===== config.mk =====
export PLATFORM = sky130hd
export DESIGN_NAME = kb_event_flat
export DESIGN_NICKNAME = d
export VERILOG_FILES = /design/src/rtl/kb_event_if.sv /design/src/rtl/kb_event.sv /design/src/flat_wrapper.sv
export SDC_FILE = /design/constraint.sdc
export NUM_CORES = 1
export LEC_CHECK = 0
export BUFFER_PORTS_ARGS = -buffer_cell sky130_fd_sc_hd__buf_4
export CELL_PAD_IN_SITES_DETAIL_PLACEMENT = 1
export CELL_PAD_IN_SITES_GLOBAL_PLACEMENT = 2
export CORE_MARGIN = 3
export CORE_UTILIZATION = 38
export DETAILED_ROUTE_END_ITERATION = 10
export PLACE_DENSITY_LB_ADDON = 0.1
export SYNTH_ARGS = -nofsm -noshare
export SYNTH_HDL_FRONTEND = slang
export SYNTH_SLANG_ARGS = --single-unit

===== constraint.sdc =====
create_clock -name clk -period 3 [get_ports clk]
set_input_delay 0.45 -clock clk [delete_from_list [all_inputs] [get_ports clk]]
set_output_delay 0.45 -clock clk [all_outputs]
set_load 0.02 [all_outputs]

===== src/rtl/kb_event_if.sv =====
// Bundles the byte-receiver input, the consumer pop/clear controls and the
// head-of-queue event outputs of the key-event decoder.
// Ports: slave = decoder side, master = producer/consumer side.
interface kb_event_if;
  logic       rx_done_tick;  // one-cycle strobe, rx_data valid
  logic [7:0] rx_data;       // received scan byte
  logic       rd_key_code;   // pop head event
  logic       clr_ovf;       // clear sticky overflow
  logic [7:0] key_code;      // head event scan code
  logic       key_ext;       // head event had E0 prefix
  logic       key_brk;       // head event is a release
  logic       kb_buf_empty;
  logic       kb_buf_full;
  logic       overflow;      // sticky: an event was dropped

  modport slave (
    input  rx_done_tick, rx_data, rd_key_code, clr_ovf,
    output key_code, key_ext, key_brk, kb_buf_empty, kb_buf_full, overflow
  );

  modport master (
    output rx_done_tick, rx_data, rd_key_code, clr_ovf,
    input  key_code, key_ext, key_brk, kb_buf_empty, kb_buf_full, overflow
  );
endinterface


===== src/rtl/kb_event.sv =====
// PS/2 set-2 scan-code decoder: turns E0/F0/E1-prefixed byte sequences into
// {brk, ext, code} events, optionally filters typematic repeats, and queues
// them in a first-word-fall-through FIFO with sticky overflow.
// Ports: clk, reset_n (async active-low), kb (slave: rx byte strobe in,
// pop/clear in, head event + empty/full/overflow out).
module kb_event #(
  parameter int W_SIZE        = 2,
  parameter int MODE          = 1,
  parameter int REPEAT_FILTER = 1
) (
  input  logic    clk,
  input  logic    reset_n,
  kb_event_if.slave kb
);

  localparam int DEPTH = 1 << W_SIZE;

  typedef enum logic [1:0] {S_IDLE, S_EXT, S_BRK, S_PAUSE} state_t;

  state_t      state_q, state_d;
  logic        ext_q, ext_d;
  logic [2:0]  cnt_q, cnt_d;
  logic        lm_vld_q, lm_vld_d;
  logic [8:0]  lm_q, lm_d;          // last make {ext, code}

  logic        ev_vld, ev_brk, ev_ext;
  logic [7:0]  ev_code;
  logic        lm_match;
  logic        wr_req;

  logic [9:0]        mem_q [DEPTH];
  logic [W_SIZE-1:0] wr_ptr_q, wr_ptr_d, rd_ptr_q, rd_ptr_d;
  logic [W_SIZE-1:0] wr_ptr_inc, rd_ptr_inc;
  logic              empty_q, empty_d, full_q, full_d, ovf_q, ovf_d;
  logic              rd_en, wr_en, drop;

  // ---------------------------------------------------------------- decoder
  always_comb begin
    state_d = state_q;
    ext_d   = ext_q;
    cnt_d   = cnt_q;
    ev_vld  = 1'b0;
    ev_brk  = 1'b0;
    ev_ext  = 1'b0;
    ev_code = kb.rx_data;
    if (kb.rx_done_tick) begin
      unique case (state_q)
        S_IDLE: begin
          unique case (kb.rx_data)
            8'hE0: state_d = S_EXT;
            8'hF0: begin
              state_d = S_BRK;
              ext_d   = 1'b0;
            end
            8'hE1: begin
              state_d = S_PAUSE;
              cnt_d   = 3'd7;
            end
            // keyboard responses (ACK, BAT, echo, resend, errors)
            8'hFA, 8'hAA, 8'hEE, 8'hFE, 8'h00, 8'hFF: ;
            default: ev_vld = 1'b1;
          endcase
        end
        S_EXT: begin
          unique case (kb.rx_data)
            8'hF0: begin
              state_d = S_BRK;
              ext_d   = 1'b1;
            end
            8'hE0: ;
            // fake shifts wrapped around extended keys carry no key info
            8'h12, 8'h59: state_d = S_IDLE;
            default: begin
              ev_vld  = 1'b1;
              ev_ext  = 1'b1;
              state_d = S_IDLE;
            end
          endcase
        end
        S_BRK: begin
          ev_vld  = 1'b1;
          ev_brk  = 1'b1;
          ev_ext  = ext_q;
          ext_d   = 1'b0;
          state_d = S_IDLE;
        end
        S_PAUSE: begin
          cnt_d = cnt_q - 3'd1;
          // Pause is an 8-byte make with no release; report it once as E1
          if (cnt_q == 3'd1) begin
            ev_vld  = 1'b1;
            ev_code = 8'hE1;
            state_d = S_IDLE;
          end
        end
        default: state_d = S_IDLE;
      endcase
    end
  end

  // --------------------------------------------------- repeat filter / mode
  assign lm_match = lm_vld_q && (lm_q == {ev_ext, ev_code});

  always_comb begin
    wr_req   = 1'b0;
    lm_vld_d = lm_vld_q;
    lm_d     = lm_q;
    if (ev_vld) begin
      if (ev_brk) begin
        wr_req = 1'b1;
        if (REPEAT_FILTER != 0 && lm_match) lm_vld_d = 1'b0;
      end else if (!(REPEAT_FILTER != 0 && lm_match)) begin
        wr_req = (MODE != 0);
        // held-key tracking follows decoded makes even when they are not queued
        if (REPEAT_FILTER != 0) begin
          lm_d     = {ev_ext, ev_code};
          lm_vld_d = 1'b1;
        end
      end
    end
  end

  // ------------------------------------------------------------------- FIFO
  assign wr_ptr_inc = wr_ptr_q + 1'b1;
  assign rd_ptr_inc = rd_ptr_q + 1'b1;
  assign rd_en      = kb.rd_key_code && !empty_q;
  // a pop in the same cycle frees the slot, so a full FIFO still accepts
  assign wr_en      = wr_req && (!full_q || rd_en);
  assign drop       = wr_req && full_q && !rd_en;

  always_comb begin
    wr_ptr_d = wr_en ? wr_ptr_inc : wr_ptr_q;
    rd_ptr_d = rd_en ? rd_ptr_inc : rd_ptr_q;
    empty_d  = empty_q;
    full_d   = full_q;
    if (wr_en && !rd_en) begin
      empty_d = 1'b0;
      full_d  = (wr_ptr_inc == rd_ptr_q);
    end else if (rd_en && !wr_en) begin
      full_d  = 1'b0;
      empty_d = (rd_ptr_inc == wr_ptr_q);
    end
    ovf_d = drop ? 1'b1 : (kb.clr_ovf ? 1'b0 : ovf_q);
  end

  always_ff @(posedge clk or negedge reset_n) begin
    if (!reset_n) begin
      state_q  <= S_IDLE;
      ext_q    <= 1'b0;
      cnt_q    <= '0;
      lm_vld_q <= 1'b0;
      lm_q     <= '0;
      wr_ptr_q <= '0;
      rd_ptr_q <= '0;
      empty_q  <= 1'b1;
      full_q   <= 1'b0;
      ovf_q    <= 1'b0;
      for (int i = 0; i < DEPTH; i++) mem_q[i] <= '0;
    end else begin
      state_q  <= state_d;
      ext_q    <= ext_d;
      cnt_q    <= cnt_d;
      lm_vld_q <= lm_vld_d;
      lm_q     <= lm_d;
      wr_ptr_q <= wr_ptr_d;
      rd_ptr_q <= rd_ptr_d;
      empty_q  <= empty_d;
      full_q   <= full_d;
      ovf_q    <= ovf_d;
      if (wr_en) mem_q[wr_ptr_q] <= {ev_brk, ev_ext, ev_code};
    end
  end

  assign kb.key_brk      = mem_q[rd_ptr_q][9];
  assign kb.key_ext      = mem_q[rd_ptr_q][8];
  assign kb.key_code     = mem_q[rd_ptr_q][7:0];
  assign kb.kb_buf_empty = empty_q;
  assign kb.kb_buf_full  = full_q;
  assign kb.overflow     = ovf_q;

endmodule


===== src/flat_wrapper.sv =====
// flat-port wrapper written by rule: the top's interface ports become plain ports
module kb_event_flat 
#(
  parameter int W_SIZE        = 2,
  parameter int MODE          = 1,
  parameter int REPEAT_FILTER = 1
)
  (clk, reset_n, kb_rx_done_tick, kb_rx_data, kb_rd_key_code, kb_clr_ovf, kb_key_code, kb_key_ext, kb_key_brk, kb_kb_buf_empty, kb_kb_buf_full, kb_overflow);
  kb_event_if kb_i ();
  input  logic clk;
  input  logic reset_n;
  input wire logic [$bits(kb_i.rx_done_tick)-1:0] kb_rx_done_tick;
  input wire logic [$bits(kb_i.rx_data)-1:0] kb_rx_data;
  input wire logic [$bits(kb_i.rd_key_code)-1:0] kb_rd_key_code;
  input wire logic [$bits(kb_i.clr_ovf)-1:0] kb_clr_ovf;
  output wire logic [$bits(kb_i.key_code)-1:0] kb_key_code;
  output wire logic [$bits(kb_i.key_ext)-1:0] kb_key_ext;
  output wire logic [$bits(kb_i.key_brk)-1:0] kb_key_brk;
  output wire logic [$bits(kb_i.kb_buf_empty)-1:0] kb_kb_buf_empty;
  output wire logic [$bits(kb_i.kb_buf_full)-1:0] kb_kb_buf_full;
  output wire logic [$bits(kb_i.overflow)-1:0] kb_overflow;
  assign kb_i.rx_done_tick = kb_rx_done_tick;
  assign kb_i.rx_data = kb_rx_data;
  assign kb_i.rd_key_code = kb_rd_key_code;
  assign kb_i.clr_ovf = kb_clr_ovf;
  assign kb_key_code = kb_i.key_code;
  assign kb_key_ext = kb_i.key_ext;
  assign kb_key_brk = kb_i.key_brk;
  assign kb_kb_buf_empty = kb_i.kb_buf_empty;
  assign kb_kb_buf_full = kb_i.kb_buf_full;
  assign kb_overflow = kb_i.overflow;
  kb_event #(.W_SIZE(W_SIZE), .MODE(MODE), .REPEAT_FILTER(REPEAT_FILTER)) u_core (.clk(clk), .reset_n(reset_n), .kb(kb_i));
endmodule

# Word-level counts from Yosys, hierarchy flattened
# Cells that the tools add are included.
# classes
eq_ne,25
bitwise,4
add_sub_neg,3
magnitude_cmp,3
muxes,39
n_reduce_logical,26
# ops
op,n
equality test 8 bit (second input constant),8
bitwise mux 40 bit,1
2-to-1 mux 10 bit,3
2-to-1 mux 8 bit,3
2-to-1 mux 1 bit,21
binary-select mux 10 bit (select 2 bit),1
demux 10 bit (select 2 bit),1
equality test 9 bit,1
AND reduction 3 bit,3
OR reduction 9 bit,1
equality test 8 x 5 -> 1 bit (second input constant),1
equality test 8 x 7 -> 1 bit (second input constant),1
logical AND 1 bit,8
zero test 8 bit,1
!= test 2 x 1 -> 1 bit (second input constant),4
one-hot mux 2 bit (4 select lines),1
AND reduction 4 bit,2
greater-or-equal comparator 3 bit (second input constant),2
!= test 2 bit (second input constant),3
NOT 2 -> 3 bit,2
one-hot mux 2 bit (3 select lines),1
one-hot mux 3 bit (2 select lines),1
nonzero test 2 bit,3
adder 2 x 1 -> 2 bit (second input constant),2
19 further kinds,25
# word_totals
out_inout_bits,13
register_bits,63

# Logic depth before layout (Yosys ltp)
# Gate-level depths: netlist (run 1).
# depth
word_depth,15
ltp_mapped,15
depth_no_buf,14

# Worst setup path after synthesis (run 1)
# Ideal clock, no wire load.
# synth_path
path_type,flip-flop to flip-flop
start,register u_core.state_q[0]
end,register u_core.mem_q[0] in the netlist's numbering
period_less_slack_ns,3.256
path_stages_with_launch,15
path_buffers,2
arrival_ns,3.131
setup_slack_ns,-0.256
path_cell_list,dfrtp_1 -> ha_1 -> clkbuf_1 -> nand4b_1 -> clkbuf_1 -> and2_1 -> a21oi_1 -> o21ai_0 -> o31ai_1 -> nor3_1 -> ha_1 -> a211oi_1 -> nand2_1 -> nor3_4 -> mux2_2
# synth_between
elab_chain_cells,9
elab_cells_between_ends,19
classes_between,eq/ne: 4; mux: 12; reduce/logical: 3
# synth_rtl
element,line_no,rtl
start: declaration,kb_event.sv:20,"state_t state_q, state_d;"
start signal: assignment,kb_event.sv:160,state_q <= state_d;
equality test 2 bit / equality test 2 x 1 -> 1 bit (equally long branches),kb_event.sv:47,unique case (state_q)
one-hot mux 1 bit (2 select lines) / 2-to-1 mux 8 bit (equally long branches),kb_event.sv:47,
2-to-1 mux 1 bit / 2-to-1 mux 8 bit (equally long branches),kb_event.sv:46,if (kb.rx_done_tick) begin
equality test 9 bit,kb_event.sv:102,"assign lm_match = lm_vld_q && (lm_q == {ev_ext, ev_code});"
logical AND 1 bit,kb_event.sv:102,
2-to-1 mux 1 bit,kb_event.sv:112,end else if (!(REPEAT_FILTER != 0 && lm_match)) begin
2-to-1 mux 1 bit,kb_event.sv:109,if (ev_brk) begin
2-to-1 mux 1 bit,kb_event.sv:108,if (ev_vld) begin
logical AND 1 bit,kb_event.sv:128,assign wr_en = wr_req && (!full_q || rd_en);
end signal: indexed assignment,kb_event.sv:170,"if (wr_en) mem_q[wr_ptr_q] <= {ev_brk, ev_ext, ev_code};"
end: declaration,kb_event.sv:31,logic [9:0] mem_q [DEPTH];
# Several ways; a longest one is shown, not always the timed one.
# A chain may end at the register's enable or synchronous reset.

# Worst setup path in the final report (run 1)
# layout_path
start,register u_core.cnt_q[1]
end,register u_core.mem_q[15] in the netlist's numbering
# layout_between
elab_chain_cells,10
elab_cells_between_ends,14
classes_between,eq/ne: 2; mux: 10; reduce/logical: 2
# layout_rtl
element,line_no,rtl
start: declaration,kb_event.sv:22,"logic [2:0] cnt_q, cnt_d;"
start signal: assignment,kb_event.sv:162,cnt_q <= cnt_d;
equality test 3 x 1 -> 1 bit (*),kb_event.sv:90,if (cnt_q == 3'd1) begin
2-to-1 mux 8 bit,kb_event.sv:90,
2-to-1 mux 8 bit,kb_event.sv:47,
2-to-1 mux 8 bit,kb_event.sv:46,
equality test 9 bit,kb_event.sv:102,
logical AND 1 bit,kb_event.sv:102,
2-to-1 mux 1 bit,kb_event.sv:112,
2-to-1 mux 1 bit,kb_event.sv:109,
2-to-1 mux 1 bit,kb_event.sv:108,
logical AND 1 bit,kb_event.sv:128,
# Mark *: on every way between the ends. The rest lies on a longest branch, timed or not.

==> results of run 1 <==
[metal layers]
metal  up-vias  wire, µm
met5         -         0
li1       1240         -
met1      1386      4510
met3        11       150
met4         0       106
met2        22      4470
[cells by family after synthesis]
kind of cell	Yosys count	share of synthesized area, %
simple gates	82	14.9
xor+xnor	10	2.41
mux	64	23.7
fa+ha+maj	15	5.17
buf+inv	24	3.03
flops	63	43.4
compound gates	38	7.34
[cell usage after synthesis (all sizes together) (3+ instances only)]
master,number
xnor2,8
a21oi,5
nor2b,4
inv,12
ha,15
and2,5
and3,4
nand3,4
buf,6
clkbuf,6
nor4b,5
nor4,3
dfrtp,62
mux4,10
nand2b,5
nor2,10
nor3,10
nand2,17
mux2,52
o21ai,11
nand4,5
[layout make-up]
type | instances | area (µm²) | share of cell area [%]
clock buffers | 10 | 138 | 2.83
clock inverters | 6 | 92.6 | 1.90
inverters | 12 | 45.0 | 0.926
multi-input cells | 209 | 2170 | 44.6
flip-flops and latches | 63 | 1580 | 32.4
well taps | 129 | 161 | 3.32
repair buffers | 77 | 679 | 14.0
[metrics by stage]
step | area (µm²) | instances | power (mW)
finish | 4870 | 506 | 4.70
global route | 4870 | 506 | 5.01
CTS | 4740 | 504 | 4.59
detailed placement | 4340 | 482 | 3.57
global placement | 4340 | 482 | 3.50
floorplan | 3680 | 296 | 2.80
[where the power goes]
| part | switching [mW] | total (mW) | internal (mW) |
|---|---|---|---|
| logic | 0.995 | 2.32 | 1.33 |
| registers | 0.298 | 1.50 | 1.21 |
| clock network | 0.377 | 0.872 | 0.495 |
[timing repair]
action,4_1_cts,5_1_grt
pin swaps,11,5
resized for setup,27,30
hold endpoints to repair,0,0
setup buffers,5,2
hold buffers,0,0
gates cloned,1,0
setup endpoints to repair,53,54
[path summary, 6_finish.rpt]
kind | end | cells after the start
min in group clk | u_core.kb.overflow | 2
hold reg to reg | u_core.mem_q[35] | 1
hold / removal | u_core.cnt_q[2] | 1
setup reg to reg | u_core.mem_q[15] | 17
setup / recovery | u_core.mem_q[15] | 17
max in group asynchronous | u_core.mem_q[27] | 1
[sequential cells by signal, summed over array words and instances, names as in the netlist]
name and count:
u_core.cnt_q 3, u_core.mem_q 40, u_core.kb.kb_buf_full 1, u_core.kb.overflow 1, u_core.kb.kb_buf_empty 1, u_core.lm_vld_q 1, u_core.state_q 2, u_core.rd_ptr_q 2
u_core.lm_q 9, u_core.ext_q 1, u_core.wr_ptr_q 2
==> summary.log, run 1 <==
INFO  setup_path     rr_startpoint=u_core.cnt_q[1]
INFO  finish         finish.net_count=400
INFO  global_routing use_met2=30.0%
INFO  global_routing grt_max_degree=64
INFO  setup_path     critPathMostFrequentCell=buf_6
INFO  global_routing global_route.overflow_total=0
INFO  place          dp_hpwl=6170µm
INFO  place          place.gp.congestion=0.723
INFO  global_routing grt_first_pass_wirelength=15800µm
INFO  timing         setup_total_negative_slack=-0.0189ns
INFO  setup_path     cpPeakStageDelay=0.40ns
INFO  setup_path     worstPathCellList=inv_2 > ha_4 > nand4b_1 > buf_6 > nand2b_4 > o21ai_2 > and3_1 > o31ai_2 > buf_4 > nor3_2 > ha_2 > a211oi_4 > buf_6 > nand2_2 > nor3_4 > buf_12 > mux2_2
INFO  yosys          synth_area_per_cell=12.3µm²
INFO  power_and_ir_drop vdd_ir_drop_max=0.000575V
INFO  power_and_ir_drop power.static_leakage=2.12nW
INFO  yosys          syn-num-nets=324
INFO  setup_path     worst_ep_required_time=3.23ns
INFO  setup_path     critical_path_fanouts_max=10
INFO  finish         layout.filler_cells=973
INFO  timing         timing.slew.headroom=43.7%
INFO  yosys          part_of_the_yosys_area_used_for_sequential_elements=43.4%
INFO  drt            final_antenna_net_count=0
INFO  power_and_ir_drop power_per_cell_area=966nW/µm²
INFO  cts            cts_tree=built
INFO  floorplan      coreArea=9280µm²
INFO  cts            worstSkewPairLatency=0.34ns
INFO  floorplan      die-area=10800µm²
INFO  yosys          yosysWarnings=0
INFO  drt            drc=0
INFO  setup_path     cp.buffers_inverters=5
INFO  floorplan      initial_core_util=39.1%
INFO  timing         fin_worst_hold_slack=0.187ns
INFO  timing         layout_worst_path_cycle_share=100%
INFO  cts            cts_max_path_buffers=2
INFO  setup_path     crit_path_start_kind=register
INFO  run_status     status=complete, but fails checks
INFO  setup_path     ff2ff_setup_slack=-0.01ns
INFO  drt            dr_total_vias=2659
INFO  yosys          synth_enable_flop_cells=0
INFO  setup_path     cp-startpoint=u_core.cnt_q[1]
INFO  timing         maxSlewViolCount=0
INFO  cts            clk_pin_slew=0.08ns
INFO  finish         layout.cells.most_common_list=buf_4 (66), dfrtp_1 (62), mux2_4 (34), mux2_2 (17), nand2_1 (12)
INFO  yosys          yosys.area.top_type_share=42.7%
INFO  cts            clock_root_buffer_master=clkbuf_8
INFO  setup_path     setup.worst_path.class=register to register
INFO  yosys          postSynthCellCount=296
INFO  global_routing global_route.peak_usage_layer=met2
INFO  setup_path     cp_slowest_cell=dfrtp_1
INFO  setup_path     critical_path.endpoint_type=register
INFO  drt            drtIter0Drc=72
INFO  run_status     failed_checks=setup timing
INFO  cts            cts-buffers-inserted=9
INFO  yosys          ys_dominant_reg_cell=dfrtp_1
INFO  global_routing grt_antenna_before_repair=0
INFO  yosys          cells_taking_the_most_area_after_synthesis=dfrtp_1 (43%), mux2_2 (13%), mux4_2 (6.2%)
INFO  global_routing grt.met3_usage=2.31%
INFO  global_routing grt_pass1_vias=2926
INFO  global_routing use_met1=25.5%
INFO  setup_path     path_delay_family=buffers and inverters
INFO  timing         worst_slack=-0.0108ns
INFO  floorplan      fp.dieW=104µm
INFO  finish         drive_gt1_share=50.9%
INFO  timing         timing.final.crit_period=3.01ns
INFO  floorplan      std_cell_rows=35
INFO  floorplan      io_pins=26
INFO  global_routing track_usage=18.2%
INFO  floorplan      die_height=104µm
INFO  timing         tightest_slew=0.845ns
INFO  finish         layout.cells.most_common=buf_4
INFO  cts            htree_levels=3
INFO  timing         final.setup_skew=0.00655ns
INFO  yosys          synth_cell_type_count=58
INFO  place          pre_cts_slack=-0.251ns
INFO  finish         flow.area_growth_from_synthesis=34.0%
INFO  drt            wirelength_routed=9240µm
INFO  timing         report.final.setup_viol=2
INFO  yosys          synth-async-reset-ratio=100%
INFO  timing         finalHoldViolCount=0
INFO  timing         clock.fmax=332MHz
INFO  run            maxCapViolations=0
INFO  drt            routed_wire_length_per_instance=18.3µm
INFO  finish         final_core_util=52.4%
INFO  drt            viasPerCell=5.25
INFO  timing         rsz_0062_raised_after_global_routing=true
INFO  yosys          ys_seq_elements=63
INFO  finish         antenna_cells_inserted=0
INFO  place          placement.io_buffers=25
INFO  cts            num_clock_sinks=63
INFO  yosys          synth.cell_area=3630µm²
INFO  worst_hold_path hold_path.class=input pin to asynchronous set/reset pin
INFO  yosys          netlist.top_cell.by_area=dfrtp_1
INFO  setup_path     cp_data_arrival_time=3.24ns
INFO  drt            drtPass1Iterations=4
Note: power is estimated with default switching activity, not from simulation.
==> run 2: changes to the inputs <==
Settings changed: ABC_CLOCK_PERIOD_IN_PS from default to 3000, CELL_PAD_IN_SITES_DETAIL_PLACEMENT 1 to default, CELL_PAD_IN_SITES_GLOBAL_PLACEMENT 2 to default, CORE_MARGIN 3 to 2, CORE_UTILIZATION 38 to 41, PLACE_DENSITY_LB_ADDON 0.1 to default.
==> run 2 against run 1 <==
Compared with the run above:
- the run still ends with setup timing left
- first-iteration DRC count rose by 35%
- highest routed layer unchanged
- design area down 2.8%
- total power down 2.5%
- final cell count down 5.1%
- clock skew grew 0.0022 ns
- sequential share of layout area increased by 0.93 points
- combinational power fell by 6%
- sequential cell count unchanged
- register-to-register slack about the same
- global-route usage is 0.80 points lower
- largest cell class unchanged
==> summary.log, run 2 (synthesis results as in run 1) <==
INFO  timing         timing.slew.headroom=47.1% [was 43.7%]
INFO  finish         reg_with_most_ffs=u_core.mem_q [unchanged]
INFO  power_and_ir_drop power_per_cell_area=969nW/µm² [was 966 nW/µm²]
INFO  floorplan      coreArea=8640µm² [was 9280 µm²]
INFO  place          dp_hpwl=5360µm [was 6170 µm]
INFO  global_routing grt_antenna_before_repair=0 [unchanged]
INFO  power_and_ir_drop vdd_ir_drop_max=0.000486V [was 0.000575 V]
INFO  setup_path     cp_data_arrival_time=3.24ns [about the same]
INFO  drt            viasPerCell=5.31 [was 5.25]
INFO  drt            drtIter0Drc=97 [was 72]
INFO  cts            worstSkewPairLatency=0.34ns [about the same]
INFO  power_and_ir_drop power.combinational.fraction=47.3% [was 49.5%]
INFO  finish         drive_gt1_share=48.9% [was 50.9%]
INFO  finish         largest_register_ffs=40 [unchanged]
INFO  cts            clk_pin_slew=0.07ns [was 0.08 ns]
INFO  cts            holdBufCountCts=0 [unchanged]
INFO  place          placement.io_buffers=25 [unchanged]
INFO  place          pre_cts_slack=-0.182ns [was -0.251 ns]
INFO  drt            routed_wire_length_per_instance=16.4µm [was 18.3 µm]
INFO  floorplan      die-area=9630µm² [was 10800 µm²]
INFO  drt            dr_total_vias=2550 [was 2659]
INFO  timing         worst_slack=-0.00398ns [was -0.0108 ns]
INFO  drt            drc=0 [unchanged]
INFO  floorplan      io_pins=26 [unchanged]
INFO  power_and_ir_drop clock_power_share=19.4% [was 18.6%]
INFO  setup_path     rr_startpoint=u_core.cnt_q[1] [unchanged]
INFO  power_and_ir_drop switching_power=1.55mW [was 1.67 mW]
INFO  power_and_ir_drop power.static_leakage=2.06nW [was 2.12 nW]
INFO  run_status     failed_checks=setup timing [unchanged]
INFO  timing         layout_worst_path_cycle_share=100% [about the same]
INFO  run            maxCapViolations=0 [unchanged]
INFO  finish         layout.cells.most_common=buf_4 [unchanged]
INFO  power_and_ir_drop netSwitchingFraction=33.9% [was 35.5%]
INFO  drt            wirelength_routed=7880µm [was 9240 µm]
INFO  setup_path     setup.worst_path.class=register to register [unchanged]
INFO  cts            cts_max_path_buffers=2 [unchanged]
INFO  global_routing grt_pass1_vias=2626 [was 2926]
INFO  global_routing track_usage=17.4% [was 18.2%]
INFO  timing         setup_total_negative_slack=-0.00600ns [was -0.0189 ns]
INFO  drt            final_antenna_net_count=0 [unchanged]
INFO  cts            cts_tree=built [unchanged]
INFO  finish         layout.cells.most_common_list=buf_4 (63), dfrtp_1 (62), mux2_2 (26), mux2_4 (25), nand2_1 (14) [was buf_4 (66), dfrtp_1 (62), mux2_4 (34), mux2_2 (17), nand2_1 (12)]
INFO  setup_path     crit_path_start_kind=register [unchanged]
INFO  cts            htree_levels=3 [unchanged]
INFO  timing         finalHoldViolCount=0 [unchanged]
INFO  run_status     status=complete, but fails checks [unchanged]
INFO  setup_path     critical_path.endpoint_type=register [unchanged]
INFO  timing         tightest_slew=0.794ns [was 0.845 ns]
INFO  timing         timing.final.crit_period=3.00ns [was 3.01 ns]
INFO  finish         post_layout_nonfiller_instances=480 [was 506]
INFO  floorplan      die_height=98.1µm [was 104 µm]
INFO  finish         antenna_cells_inserted=0 [unchanged]
INFO  setup_path     worst_ep_required_time=3.23ns [about the same]
INFO  floorplan      initial_core_util=42.1% [was 39.1%]
INFO  timing         final.setup_skew=0.00876ns [was 0.00655 ns]
INFO  cts            clock_root_buffer_master=clkbuf_8 [unchanged]
INFO  setup_path     ff2ff_setup_slack=-0.004ns [was -0.01 ns]
INFO  finish         flow.area_growth_from_synthesis=30.2% [was 34.0%]
INFO  setup_path     critical_path.reg2reg.endpoint=u_core.mem_q[8] [was u_core.mem_q[15]]
INFO  finish         finish.net_count=395 [was 400]
INFO  power_and_ir_drop cellInternalPower=3.03mW [about the same]
INFO  place          placedCellCount=457 [was 482]
INFO  cts            cts-buffers-inserted=9 [unchanged]
INFO  cts            num_clock_sinks=63 [unchanged]
INFO  setup_path     critical_path_fanouts_max=8 [was 10]
INFO  power_and_ir_drop share_seq_of_total_power=33.4% [was 32.0%]
INFO  floorplan      std_cell_rows=34 [was 35]
INFO  timing         maxSlewViolCount=0 [unchanged]
INFO  drt            drtPass1Iterations=4 [unchanged]
INFO  global_routing global_route.overflow_total=0 [unchanged]
INFO  global_routing grt_max_degree=64 [unchanged]
INFO  timing         report.final.setup_viol=3 [was 2]
INFO  place          place.gp.congestion=0.753 [was 0.723]
INFO  floorplan      fp.dieW=98.1µm [was 104 µm]
INFO  timing         rsz_0062_raised_after_global_routing=true [unchanged]
INFO  worst_hold_path hold_path.class=input pin to asynchronous set/reset pin [unchanged]
INFO  finish         layout.filler_cells=741 [was 973]
INFO  timing         clock.fmax=333MHz [was 332 MHz]
INFO  global_routing grt_first_pass_wirelength=13200µm [was 15800 µm]
INFO  setup_path     reg2regPathDepth=16 [was 17]
INFO  finish         reg_top3=u_core.mem_q (40), u_core.lm_q (9), u_core.cnt_q (3) [unchanged]
==> run 2: through the flow <==
stage	util [%]	instance area [µm²]	total power [mW]	hold slack [ns]
floorplan	-	3680	2.80	0.154
global placement	49.6	4280	3.45	0.481
detailed placement	49.6	4280	3.50	0.484
CTS	54.0	4670	4.53	0.216
global route	54.8	4730	4.88	0.251
finish	54.8	4730	4.58	0.179
==> run 2: repair_timing <==
item,in CTS,in global routing
cloned,1,1
pin swaps,1,15
hold endpoints to repair,0,0
resized for setup,26,17
setup buffers,6,1
endpoints found under the setup margin,53,53
==> run 2: worst max-delay path by stage <==
stage / to / slack [ns] / cells after the start / start
global placement: u_core.kb.kb_buf_empty / -0.05 / 14 / u_core.state_q[1]
detailed placement: u_core.kb.kb_buf_empty / -0.18 / 13 / u_core.cnt_q[0]
global route: u_core.mem_q[25] / -0.20 / 15 / u_core.cnt_q[1]
finish: u_core.mem_q[8] / -0.004 / 16 / u_core.cnt_q[1]
CTS: u_core.mem_q[25] / -0.05 / 16 / u_core.cnt_q[1]
floorplan: u_core.mem_q[0] / -0.02 / 13 / u_core.state_q[0]
==> run 2: critical path, stage by stage, from the launching register on <==
cell and delay, ns:
dfrtp_1 0.39, inv_2 0.08, ha_4 0.12, nand4b_1 0.16
buf_6 0.19, and2_4 0.13, a21oi_2 0.13, o21ai_2 0.07
o31ai_2 0.07, buf_4 0.15, nor3_2 0.04, ha_2 0.19
a211oi_4 0.31, nand2_2 0.11, nor3_4 0.24, clkbuf_16 0.21
mux2_4 0.29
==> run 2: layout make-up <==
type | count | area, µm² | area share (%)
timing repair buffer | 72 | 623 | 13.2
multi-input combinational | 209 | 2110 | 44.7
clock buffer | 10 | 128 | 2.70
tap | 108 | 135 | 2.86
inverter | 12 | 45.0 | 0.952
sequential | 63 | 1580 | 33.4
clock inverter | 6 | 109 | 2.30
==> run 2: power by group through the flow <==
stage	combinational, mW	clock [mW]	sequential (mW)
floorplan	1.39	0	1.40
global placement	1.94	0	1.52
detailed placement	1.96	0	1.53
CTS	2.09	0.914	1.53
global route	2.34	0.952	1.59
finish	2.17	0.888	1.53
==> run 2: per-layer routing <==
metal | wire length [µm] | global-route usage (%) | vias up
met4 | 107 | 5.77 | 0
met1 | 3770 | 24.4 | 1287
met5 | 0 | 0 | -
met3 | 223 | 3.79 | 8
met2 | 3780 | 27.1 | 28
li1 | - | - | 1227
==> run 3: changes to the inputs <==
Settings changed: ABC_AREA from default to 1, RECOVER_POWER from default to 100.
==> run 3 against run 2 <==
Compared with the run above:
- the run ends with capacitance limit, slew limit left
- setup slack better by 0.26 ns
- via count is 28% higher
- global-route usage is 1.6 points higher
- sequential cell count stayed put
- final cell count is 35% higher
- routed wire length is 13% higher
- synthesized cell count is 69% higher
- first-iteration DRC count is 62% higher
- design area is 10% lower
- synthesized area is 2.7% higher
- critical endpoint is now u_core.kb.kb_buf_full
- largest power group unchanged
==> summary.log, run 3 <==
INFO  finish         layout.cells.most_common=nand2_1 [was buf_4]
INFO  floorplan      fp.dieW=99.4µm [was 98.1 µm]
INFO  setup_path     critical_path_fanouts_max=8 [unchanged]
INFO  finish         largest_register_ffs=40 [unchanged]
INFO  place          dp_hpwl=6130µm [was 5360 µm]
INFO  power_and_ir_drop switching_power=1.86mW [was 1.55 mW]
INFO  power_and_ir_drop clock_power_share=18.6% [was 19.4%]
INFO  timing         clock.fmax=365MHz [was 333 MHz]
INFO  timing         tightest_slew=1.59ns [was 0.794 ns]
INFO  drt            drtPass1Iterations=4 [unchanged]
INFO  yosys          synth_area_per_cell=7.47µm² [was 12.3 µm²]
INFO  floorplan      std_cell_rows=34 [unchanged]
INFO  setup_path     cp_slowest_cell=dfrtp_1 [unchanged]
INFO  yosys          ys_dominant_reg_cell=dfrtp_1 [unchanged]
INFO  global_routing grt_first_pass_wirelength=15000µm [was 13200 µm]
INFO  place          placedCellCount=628 [was 457]
INFO  yosys          yosys.area.top_type_share=41.6% [was 42.7%]
INFO  finish         register_area=1580µm² [unchanged]
INFO  timing         report.final.setup_viol=0 [was 3]
INFO  global_routing track_usage=19.0% [was 17.4%]
INFO  finish         layout.filler_cells=916 [was 741]
INFO  yosys          netlist.top_cell.by_area=dfrtp_1 [unchanged]
INFO  floorplan      coreArea=8760µm² [was 8640 µm²]
INFO  run            maxCapViolations=1 [was 0]
INFO  cts            clock_root_buffer_master=clkbuf_8 [unchanged]
INFO  finish         post_layout_nonfiller_instances=648 [was 480]
INFO  place          placement.io_buffers=25 [unchanged]
INFO  cts            htree_levels=3 [unchanged]
INFO  yosys          cells_taking_the_most_area_after_synthesis=dfrtp_1 (42%), nand2_1 (16%), nand3_1 (5.9%) [was dfrtp_1 (43%), mux2_2 (13%), mux4_2 (6.2%)]
INFO  cts            cts-buffers-inserted=9 [unchanged]
INFO  global_routing global_route.overflow_total=0 [unchanged]
INFO  drt            wirelength_routed=8940µm [was 7880 µm]
INFO  yosys          synth.cell_area=3730µm² [was 3630 µm²]
INFO  floorplan      die_height=99.4µm [was 98.1 µm]
INFO  drt            viasPerCell=5.05 [was 5.31]
INFO  power_and_ir_drop vdd_ir_drop_max=0.000264V [was 0.000486 V]
INFO  floorplan      io_pins=26 [unchanged]
INFO  worst_hold_path hold_path.class=input pin to register [was input pin to asynchronous set/reset pin]
INFO  cts            num_clock_sinks=63 [unchanged]
INFO  yosys          part_of_the_yosys_area_used_for_sequential_elements=42.3% [was 43.4%]
INFO  run_status     failed_checks=capacitance limit, slew limit [was setup timing]
INFO  setup_path     setup.worst_path.class=register to register [unchanged]
INFO  setup_path     cp_data_arrival_time=3.01ns [was 3.24 ns]
INFO  setup_path     cpPeakStageDelay=0.37ns [was 0.39 ns]
INFO  floorplan      initial_core_util=42.5% [was 42.1%]
INFO  timing         finalHoldViolCount=0 [unchanged]
INFO  timing         final.setup_skew=0.0124ns [was 0.00876 ns]
INFO  setup_path     crit_path_start_kind=register [unchanged]
INFO  timing         maxSlewViolCount=64 [was 0]
INFO  timing         setup_total_negative_slack=0ns [was -0.00600 ns]
INFO  global_routing grt_antenna_before_repair=0 [unchanged]
INFO  floorplan      die-area=9870µm² [was 9630 µm²]
INFO  drt            dr_total_vias=3270 [was 2550]
INFO  setup_path     critical_path.endpoint_type=register [unchanged]
INFO  drt            routed_wire_length_per_instance=13.8µm [was 16.4 µm]
INFO  cts            cts_max_path_buffers=2 [unchanged]
INFO  finish         flow.area_growth_from_synthesis=14.1% [was 30.2%]
INFO  cts            holdBufCountCts=0 [unchanged]
INFO  finish         antenna_cells_inserted=0 [unchanged]
INFO  timing         rsz_0062_raised_after_global_routing=false [was true]
INFO  yosys          synthMostInstantiatedCell=nand2_1 [was dfrtp_1]
INFO  cts            worstSkewPairLatency=0.34ns [about the same]
INFO  setup_path     worst_ep_required_time=3.27ns [was 3.23 ns]
INFO  yosys          ys_seq_elements=63 [unchanged]
INFO  timing         layout_worst_path_cycle_share=91.4% [was 100%]
INFO  finish         finish.net_count=563 [was 395]
INFO  timing         timing.final.crit_period=2.74ns [was 3.00 ns]
INFO  timing         timing.slew.headroom=-5.99% [was 47.1%]
INFO  cts            cts_tree=built [unchanged]
INFO  drt            final_antenna_net_count=0 [unchanged]
INFO  place          place.gp.congestion=0.927 [was 0.753]
INFO  setup_path     worstPathCellList=inv_2 > ha_1 > inv_1 > nor2_4 > nand3_4 > buf_4 > nand2_1 > o22ai_1 > nor2_1 > nand4_1 > nor2_1 > ha_2 > inv_2 > nand3_4 > nor2_8 > ha_4 > inv_1 > nand2_1 > a21oi_2 > o211ai_1 > nand2_1 [was inv_2 > ha_4 > nand4b_1 > buf_6 > and2_4 > a21oi_2 > o21ai_2 > o31ai_2 > buf_4 > nor3_2 > ha_2 > a211oi_4 > nand2_2 > nor3_4 > clkbuf_16 > mux2_4]
INFO  yosys          yosysWarnings=0 [unchanged]
INFO  drt            drc=0 [unchanged]
INFO  power_and_ir_drop cellInternalPower=2.24mW [was 3.03 mW]
INFO  global_routing grt_max_degree=64 [unchanged]
INFO  yosys          synth_enable_flop_cells=0 [unchanged]
INFO  power_and_ir_drop power_per_cell_area=965nW/µm² [was 969 nW/µm²]
INFO  setup_path     critPathMostFrequentCell=nand2_1
INFO  finish         multi_input_gate_area_in_the_final_layout=1890µm² [was 2110 µm²]
INFO  finish         reg_with_most_ffs=u_core.mem_q [unchanged]
INFO  power_and_ir_drop power.static_leakage=2.19nW [was 2.06 nW]
INFO  finish         final_core_util=48.5% [was 54.8%]
INFO  yosys          postSynthCellCount=499 [was 296]
INFO  finish         reg_top3=u_core.mem_q (40), u_core.lm_q (9), u_core.cnt_q (3) [unchanged]
INFO  run_status     status=complete, but fails checks [unchanged]
INFO  drt            drtIter0Drc=157 [was 97]
INFO  power_and_ir_drop power.combinational.fraction=46.5% [was 47.3%]
INFO  yosys          syn-num-nets=527 [was 324]
INFO  power_and_ir_drop netSwitchingFraction=45.4% [was 33.9%]
INFO  power_and_ir_drop share_seq_of_total_power=34.9% [was 33.4%]
INFO  yosys          synth-async-reset-ratio=100% [unchanged]
INFO  yosys          synth_cell_type_count=38 [was 58]
INFO  global_routing grt_pass1_vias=3152 [was 2626]
INFO  finish         layout.cells.most_common_list=nand2_1 (154), dfrtp_1 (62), nor2_1 (56), o21ai_0 (48), inv_1 (45) [was buf_4 (63), dfrtp_1 (62), mux2_2 (26), mux2_4 (25), nand2_1 (14)]
INFO  finish         drive_gt1_share=13.9% [was 48.9%]
INFO  cts            clk_pin_slew=0.07ns [about the same]
INFO  yosys          synth.cells.most_frequent=nand2_1 (154), dfrtp_1 (62), nor2_1 (56), inv_1 (46), nand3_1 (44) [was dfrtp_1 (62), mux2_2 (43), nand2_1 (17), ha_1 (15), inv_1 (12)]
-- run 3: metrics by stage --
stage	power (mW)	hold WS, ns	setup slack (ns)	cell area (µm²)
2_1_floorplan	2.84	0.154	0.0358	3730
6_report	4.10	0.307	0.259	4250
3_5_place_dp	3.44	0.454	0.00447	4030
3_3_place_gp	3.39	0.449	0.134	4030
5_1_grt	4.45	0.302	0.0294	4250
4_1_cts	4.22	0.234	0.00188	4240
-- run 3: cells by family after synthesis --
family,share of synthesized area (%)
DFF,42.3
adders and majority gates,5.03
buffers and inverters,7.89
AOI/OAI and AO/OA,10.9
and+or+nand+nor,32.9
xor gates and xnor gates,0.940
-- run 3: power groups by stage --
| stage | clock, mW | sequential, mW | combinational (mW) |
|---|---|---|---|
| after global placement | 0 | 1.44 | 1.95 |
| final | 0.762 | 1.43 | 1.91 |
| after floorplan | 0 | 1.39 | 1.45 |
| after detailed placement | 0 | 1.44 | 1.99 |
| after global routing | 0.825 | 1.48 | 2.15 |
| after CTS | 0.785 | 1.43 | 2.00 |
-- run 3: cell type report --
type                       instances  area share [%]
clock buffer                      10            3.24
tap                              108            3.18
timing repair buffer              40            5.85
sequential                        63            37.1
multi-input combinational        370            44.5
inverter                          51            4.50
clock inverter                     6            1.59
-- run 3: repair_timing --
action                                  4_1_cts  5_1_grt
resized for setup                             1       10
pin swaps                                     0        6
setup buffers                                 0        4
endpoints found under the setup margin        2       25
-- run 3: layer usage --
layer | global-route usage (%) | vias to the layer above | share of wire, %
li1 | - | 1677 | -
met1 | 25.1 | 1535 | 48
met2 | 32.3 | 52 | 49
met3 | 2.46 | 6 | 3.0
met4 | 6.53 | 0 | 0.81
met5 | 0 | - | 0
-- run 3: worst paths after layout --
path	cells after the start	slack, ns	to	startpoint
max	21	0.26	u_core.kb.kb_buf_full	u_core.cnt_q[1]
min	2	0.31	u_core.kb.overflow	kb_clr_ovf
max reg2reg	21	0.26	u_core.kb.kb_buf_full	u_core.cnt_q[1]
min reg2reg	2	0.47	u_core.mem_q[19]	u_core.mem_q[19]
max in group asynchronous	1	1.54	u_core.lm_q[8]	reset_n
min in group asynchronous	1	0.52	u_core.mem_q[9]	reset_n
-- run 3: worst max-delay path: cells and delay by family (launching register included) --
family	cells	cell delay [ns]
AOI/OAI and AO/OA	3	0.31
adders and majority gates	3	0.57
buffers and inverters	5	0.40
DFF	1	0.37
and+or+nand+nor	10	1.01
